--- src/rtl/gl_triangle_assembler.sv ---
// Triangle-list assembler: stages vertices in groups of three, queues the triangles in a small FIFO,
// and presents the FIFO head to the rasterizer, holding it stable for the whole raster pass.
module gl_triangle_assembler #(
    parameter int unsigned DEPTH = 4,
    parameter int unsigned VW    = 96
) (
    input  logic                   clk,
    input  logic                   rst,
    input  logic                   vtx_valid,
    output logic                   vtx_ready,
    input  logic [VW-1:0]          vtx_data,
    input  logic                   prim_flush,
    output logic                   fifo_ready,
    output logic [VW-1:0]          fifo_out1,
    output logic [VW-1:0]          fifo_out2,
    output logic [VW-1:0]          fifo_out3,
    input  logic                   raster_ready,
    output logic [$clog2(DEPTH):0] tri_count,
    output logic [1:0]             vtx_pending
);
    localparam int unsigned AW = $clog2(DEPTH);
    localparam int unsigned CW = AW + 1;

    typedef enum logic [1:0] {
        IDLE    = 2'd0,
        PRESENT = 2'd1,
        BUSY    = 2'd2
    } state_t;

    state_t          state_q, state_d;
    logic [3*VW-1:0] mem_q [DEPTH];
    logic [AW-1:0]   wr_ptr_q, rd_ptr_q;
    logic [CW-1:0]   count_q, count_d;
    logic [1:0]      pend_q, pend_d;
    logic [VW-1:0]   slot0_q, slot1_q;
    logic [3*VW-1:0] out_q;
    logic            rr_q;
    logic            full, empty, done, pop, accept, push, latch;

    always_comb begin
        full      = (count_q == CW'(DEPTH));
        empty     = (count_q == '0);
        done      = (state_q == BUSY) && raster_ready && !rr_q;
        pop       = done;
        // A pop frees a slot in the same cycle, so a third vertex may land even at full.
        vtx_ready = !rst && !prim_flush && ((pend_q != 2'd2) || !full || pop);
        accept    = vtx_valid && vtx_ready;
        push      = accept && (pend_q == 2'd2);
        latch     = (state_q == IDLE) && !empty;
    end

    always_comb begin
        count_d = count_q;
        case ({push, pop})
            2'b10:   count_d = count_q + 1'b1;
            2'b01:   count_d = count_q - 1'b1;
            default: count_d = count_q;
        endcase
        pend_d = pend_q;
        if (prim_flush) begin
            pend_d = '0;
        end else if (accept) begin
            pend_d = (pend_q == 2'd2) ? 2'd0 : pend_q + 2'd1;
        end
    end

    always_ff @(posedge clk) begin
        if (rst) begin
            state_q <= IDLE;
        end else begin
            state_q <= state_d;
        end
    end

    always_comb begin
        state_d = state_q;
        case (state_q)
            IDLE:    if (!empty) state_d = PRESENT;
            PRESENT: state_d = BUSY;
            BUSY:    if (done) state_d = IDLE;
            default: state_d = IDLE;
        endcase
    end

    always_comb begin
        fifo_ready  = (state_q == PRESENT);
        fifo_out1   = out_q[3*VW-1 -: VW];
        fifo_out2   = out_q[2*VW-1 -: VW];
        fifo_out3   = out_q[VW-1:0];
        tri_count   = count_q;
        vtx_pending = pend_q;
    end

    always_ff @(posedge clk) begin
        if (rst) begin
            count_q  <= '0;
            wr_ptr_q <= '0;
            rd_ptr_q <= '0;
            pend_q   <= '0;
            slot0_q  <= '0;
            slot1_q  <= '0;
            out_q    <= '0;
            rr_q     <= 1'b0;
        end else begin
            count_q <= count_d;
            pend_q  <= pend_d;
            rr_q    <= raster_ready;
            if (push) wr_ptr_q <= wr_ptr_q + 1'b1;
            if (pop) rd_ptr_q <= rd_ptr_q + 1'b1;
            if (latch) out_q <= mem_q[rd_ptr_q];
            if (accept && pend_q == 2'd0) slot0_q <= vtx_data;
            if (accept && pend_q == 2'd1) slot1_q <= vtx_data;
        end
    end

    always_ff @(posedge clk) begin
        if (push) mem_q[wr_ptr_q] <= {slot0_q, slot1_q, vtx_data};
    end
endmodule

--- config.mk ---
export PLATFORM = sky130hd
export DESIGN_NAME = gl_triangle_assembler
export DESIGN_NICKNAME = d
export VERILOG_FILES = /design/src/rtl/gl_triangle_assembler.sv
export SDC_FILE = /design/constraint.sdc
export NUM_CORES = 2
export LEC_CHECK = 0
export ABC_AREA = 1
export CORE_MARGIN = 3
export CORE_UTILIZATION = 53
export DETAILED_ROUTE_END_ITERATION = 16
export PLACE_DENSITY_LB_ADDON = 0.15
export SLEW_MARGIN = 0
export SYNTH_ARGS = -nofsm -noshare
export SYNTH_HDL_FRONTEND = slang
export SYNTH_SLANG_ARGS = --single-unit
--- constraint.sdc ---
create_clock -name clk -period 16.75 [get_ports clk]
set_clock_uncertainty 0.2 [all_clocks]
set_input_delay 2.5125 -clock clk [delete_from_list [all_inputs] [get_ports clk]]
set_output_delay 2.5125 -clock clk [all_outputs]
set_load 0.01 [all_outputs]
Yosys cells after proc, flatten, opt, wreduce, memory -nomap -nowiden
Memories as Yosys holds them, arrays and structs flattened. A register that Yosys moved wholly into a read port is not among the register bits.
Cells that the tools add are included.
{"block": "op_classes", "eq_ne": 10, "n_addsub": 5, "n_mux": 7, "n_reduce_logical": 22}
{"operator": "1-bit logical AND", "count": 9}
{"operator": "2-bit by 1-bit adder with 2-bit output (second input constant)", "count": 3}
{"operator": "2-bit by 1-bit == test with 1-bit output (second input constant)", "count": 3}
{"operator": "2-bit == test (second input constant)", "count": 3}
{"operator": "2-bit 2-to-1 mux", "count": 3}
{"operator": "2-bit != test (second input constant)", "count": 3}
{"operator": "2-bit one-hot mux with 3 select lines", "count": 1}
{"operator": "3-bit one-hot mux with 2 select lines", "count": 1}
{"operator": "1-bit zero test", "count": 5}
{"operator": "2-bit zero test", "count": 2}
{"operator": "3-bit by 1-bit adder with 3-bit output (second input constant)", "count": 1}
{"operator": "3-bit == test (second input constant)", "count": 1}
{"operator": "3-bit zero test", "count": 1}
{"operator": "3-bit by 1-bit subtractor with 3-bit output (second input constant)", "count": 1}
{"operator": "1-bit logical OR", "count": 2}
{"operator": "1-bit 2-to-1 mux", "count": 2}
{"operator": "2-bit AND reduction", "count": 1}
{"operator": "2-bit nonzero test", "count": 1}
{"operator": "2-bit OR reduction", "count": 1}
{"block": "word_totals", "mem_bits_rw": 1152, "register_bits": 204, "memories": 1, "input_bits": 101}
{"name": "mem_q", "words": 4, "word_bits": 288, "read_ports": 1, "rd_ports_with_merged_regs": 1, "wr": 1, "line_no": "31", "rtl": "logic [3*VW-1:0] mem_q [DEPTH];"}

Depth between registers and ports, before layout
{"block": "depth", "depth_word": 9, "mapped_depth": 12}

Worst setup path after synthesis
Ideal clock, no wire load.
{"block": "synth_path", "path_type": "input to register", "from": "in raster_ready", "to": "mem mem_q[0][0] (netlist bit) (enable)", "cell_stages": 6, "arrival_ps": 15155, "path_slack_ps": 451, "required_ps": 15606, "cell_sequence": "inv_1 > nor2_1 > nand2_2 > nand2_4 > nand4_1 > nor2_1"}
{"block": "synth_via", "elab_chain_len": 8}
{"element": "start, declared", "line_no": "17", "rtl": "input logic raster_ready,"}
{"element": "1-bit logical AND (2 in a row)", "line_no": "43", "rtl": "done = (state_q == BUSY) && raster_ready && !rr_q;"}
{"element": "1-bit logical OR", "line_no": "46", "rtl": "vtx_ready = !rst && !prim_flush && ((pend_q != 2'd2) || !full || pop);"}
{"element": "1-bit logical AND", "line_no": "46"}
{"element": "1-bit logical AND", "line_no": "47", "rtl": "accept = vtx_valid && vtx_ready;"}
{"element": "1-bit logical AND", "line_no": "48", "rtl": "push = accept && (pend_q == 2'd2);"}
{"element": "1-bit 2-to-1 mux", "line_no": "117", "rtl": "if (push) mem_q[wr_ptr_q] <= {slot0_q, slot1_q, vtx_data};"}
{"element": "1-bit 2-to-1 mux (implied by the code)", "line_no": "117"}
{"element": "end, declared", "line_no": "31"}
No other way between the ends.

Worst setup path after layout
{"block": "layout_path", "from": "in rst", "to": "mem mem_q[2][134] (netlist bit) (enable)"}
{"block": "layout_via", "elab_chain_len": 7}
{"element": "start, declared", "line_no": "8", "rtl": "input logic rst,"}
{"element": "1-bit zero test", "line_no": "46"}
{"element": "1-bit logical AND (2 in a row)", "line_no": "46"}
{"element": "1-bit logical AND", "line_no": "47"}
{"element": "1-bit logical AND", "line_no": "48"}
{"element": "1-bit 2-to-1 mux", "line_no": "117"}
{"element": "1-bit 2-to-1 mux (implied by the code)", "line_no": "117"}
No other way between the ends.

==> key figures <==
Placement
  – I/O Buffers: 395
  – Cells after DPL: 6928
  – RD Place Congestion: 0.758
  – Placed inst area: 0.0652 sq mm
  – Worst slack, placed: 8.38 ns
  – DP Wirelength: 80300 um

Floorplan
  – # IOs: 396
  – Initial Util: 0.538
  – Site row count: 123
  – Die area: 0.119 sq mm
  – Die W: 345 um
  – Die Y: 345 um
  – Core area: 0.113 sq mm

Timing
  – Setup_tns: 0 ns
  – RSZ-0062 raised after global routing: no
  – Final Worst Setup Slack: 9.17 ns
  – Max-slew headroom: 0.274
  – Pins over their slew limit: 0
  – Slew @ Worst Pin: 1.09 ns
  – Final setup vio count: 0
  – Hold_ws: 0.297 ns
  – Fin crit share: 0.453
  – Max Fclk: 132 MHz
  – Final Hold Viols: 0
  – Tmin final: 7.58 ns

CTS
  – Cts repair resizes: 0
  – Root buf cell: clkbuf_16
  – Clock sink total: 1644
  – TritonCTS clock tree: done
  – CTS HTree Levels: 4
  – Worst-path clk slew: 0.06 ns
  – Postcts setup bufs: 0
  – Hold_buf cts: 0
  – Inserted Clock Buffers: 164
  – Latest clock arrival within the worst-skew pair: 0.75 ns
  – CTS Buffer Depth: 3

GRT
  – First-pass GRT wire length: 223000 um
  – Largest net degree at the start of global routing: 333
  – Initial antenna violation count: 6
  – Global route overflow: 0
  – All-Layer GR Usage: 0.243
  – Vias in the first global route: 37400

Drt
  – Via-to-Cell Ratio: 5.46
  – Total wire length: 146000 um
  – Drt first pass iters: 5
  – Initial DRC count: 3576
  – DRC Markers: 0
  – Routed len/inst: 20.2 um
  – Via count: 39500
  – Antenna-violating nets left: 0

Power
  – Max VDD drop: 0.0912 mV
  – Leak: 25.5 nW
  – Pwr/cell area: 114 mW/mm^2
  – Total power: 8.01 mW

Synthesis
  – Yosys warns: 0
  – Syn Inst Count: 5337
  – Syn Std Cell Area: 0.0608 sq mm
  – Post-synth net total: 5444
  – Post-Syn Area per Cell: 11.4 sq um
  – Yosys reg bits: 1644
  – Seq/Total Area, Yosys: 0.731
  – Post-synth cell types: 26

Finish
  – Share of layout cells above drive strength 1: 0.0526
  – Commonest cells after routing, fill and taps aside: 1549 x nor2_1, 1152 x edfxtp_1, 672 x o21ai_0
  – Final non-filler cell area: 0.0705 sq mm
  – Nets: 5701
  – Final core occ: 0.623
  – Layout Cells excl Fill: 7242
  – Fill cells: 8850
  – Commonest non-fill, non-tap cell in the layout: nor2_1
  – Synth-to-layout area growth: 15.9%

Worst setup path
  – CP max stage cell: buf_4
  – Max incr delay on CP: 0.92 ns
  – Req. time, crit path: 16.91 ns
  – Largest fanout on the critical path: 65
  – Top delay family on crit path: buffers and inverters
  – Worst setup EP type: flip-flop
  – CP arrival: 7.74 ns
  – Buf+Inv Stages, Crit Path: 5
  – Crit-path most repeated cell: buf_4
  – Worst-path cell chain: clkdlybuf4s50_1 -> nor2_2 -> nand4_1 -> nor2_4 -> buf_4 -> buf_4 -> buf_4 -> buf_4
  – Critical path startpoint category: input pin
  – CP Class: in -> reg

Run
  – Max Cap Viol: 0

Hold path
  – Type of the most critical hold path: reg -> reg

Outcome
  – Outcome: finished, final reports clean
[worst paths after layout]
path / from / to / slack [ns] / cells past startpoint
min reg2reg: slot0_q[25] / mem_q[1][217] / 0.30 / 0
min: slot0_q[25] / mem_q[1][217] / 0.30 / 0
max: rst / mem_q[2][134] / 9.17 / 8
max reg2reg: state_q[1] / mem_q[2][134] / 11.23 / 10
[cells in the mapped netlist (all sizes together)]
cell	n	share of area
o22ai	288	0.030
o21a	1	0.00012
o21ai	868	0.071
edfxtp	1152	0.57
dfxtp	492	0.16
clkbuf	162	0.010
buf	187	0.021
nor2	1556	0.096
nand2	397	0.025
fa	1	0.00033
a21oi	10	0.00082
ha	5	0.0010
inv	213	0.013
nand4	3	0.00080
nand3	2	0.00016
[area by class of cell]
cell class              count  area, sq um  area share
flip-flops and latches   1644        44500       0.630
multi-input cells        3131        13700       0.195
clock buffers             248         4800      0.0680
repair buffers            440         4330      0.0614
well taps                1500         1880      0.0266
inverters                 213          853      0.0121
clock inverters            61          468     0.00664
diodes                      5         12.5    0.000177
[state kept, by name, summed over array words and instances (netlist names)]
register	cells
mem_q	1152
rr_q	1
rd_ptr_q	2
wr_ptr_q	2
slot1_q	96
tri_count	3
slot0_q	96
state_q	2
vtx_pending	2
out_q	288
[power by group]
part           leakage [nW]  switching [mW]  internal (mW)  total, mW
clock network          2.57            1.50           2.05       3.54
logic                  8.46          0.0729         0.0366      0.110
registers              14.5          0.0161           4.34       4.36
[cell families after synthesis]
group / Yosys count / share of synthesized area
simple gates: 1958 / 0.122
flops: 1644 / 0.731
compound gates: 1167 / 0.102
buf+inv: 562 / 0.0442
fa+ha+maj: 6 / 0.00136
[routing by layer]
layer  part of all wire  track usage  up-vias  wire length [um]
li1                   -            -    18900                 -
met1               0.44        0.342    19300             64000
met4              0.026       0.0769        0              3790
met3              0.063       0.0396      211              9200
met5                  0            0        -                 0
met2               0.47        0.393     1184             69000
[worst reg2reg max path: stages (launching register included)]
cell     delay (ns)
dfxtp_1        0.34
inv_2          0.05
nor2_2         0.10
nand2_2        0.11
nand2_4        0.12
nand4_1        0.54
nor2_4         0.23
buf_4          0.75
buf_4          0.80
buf_4          0.90
buf_4          0.95
(Power assumes the default switching activity.)
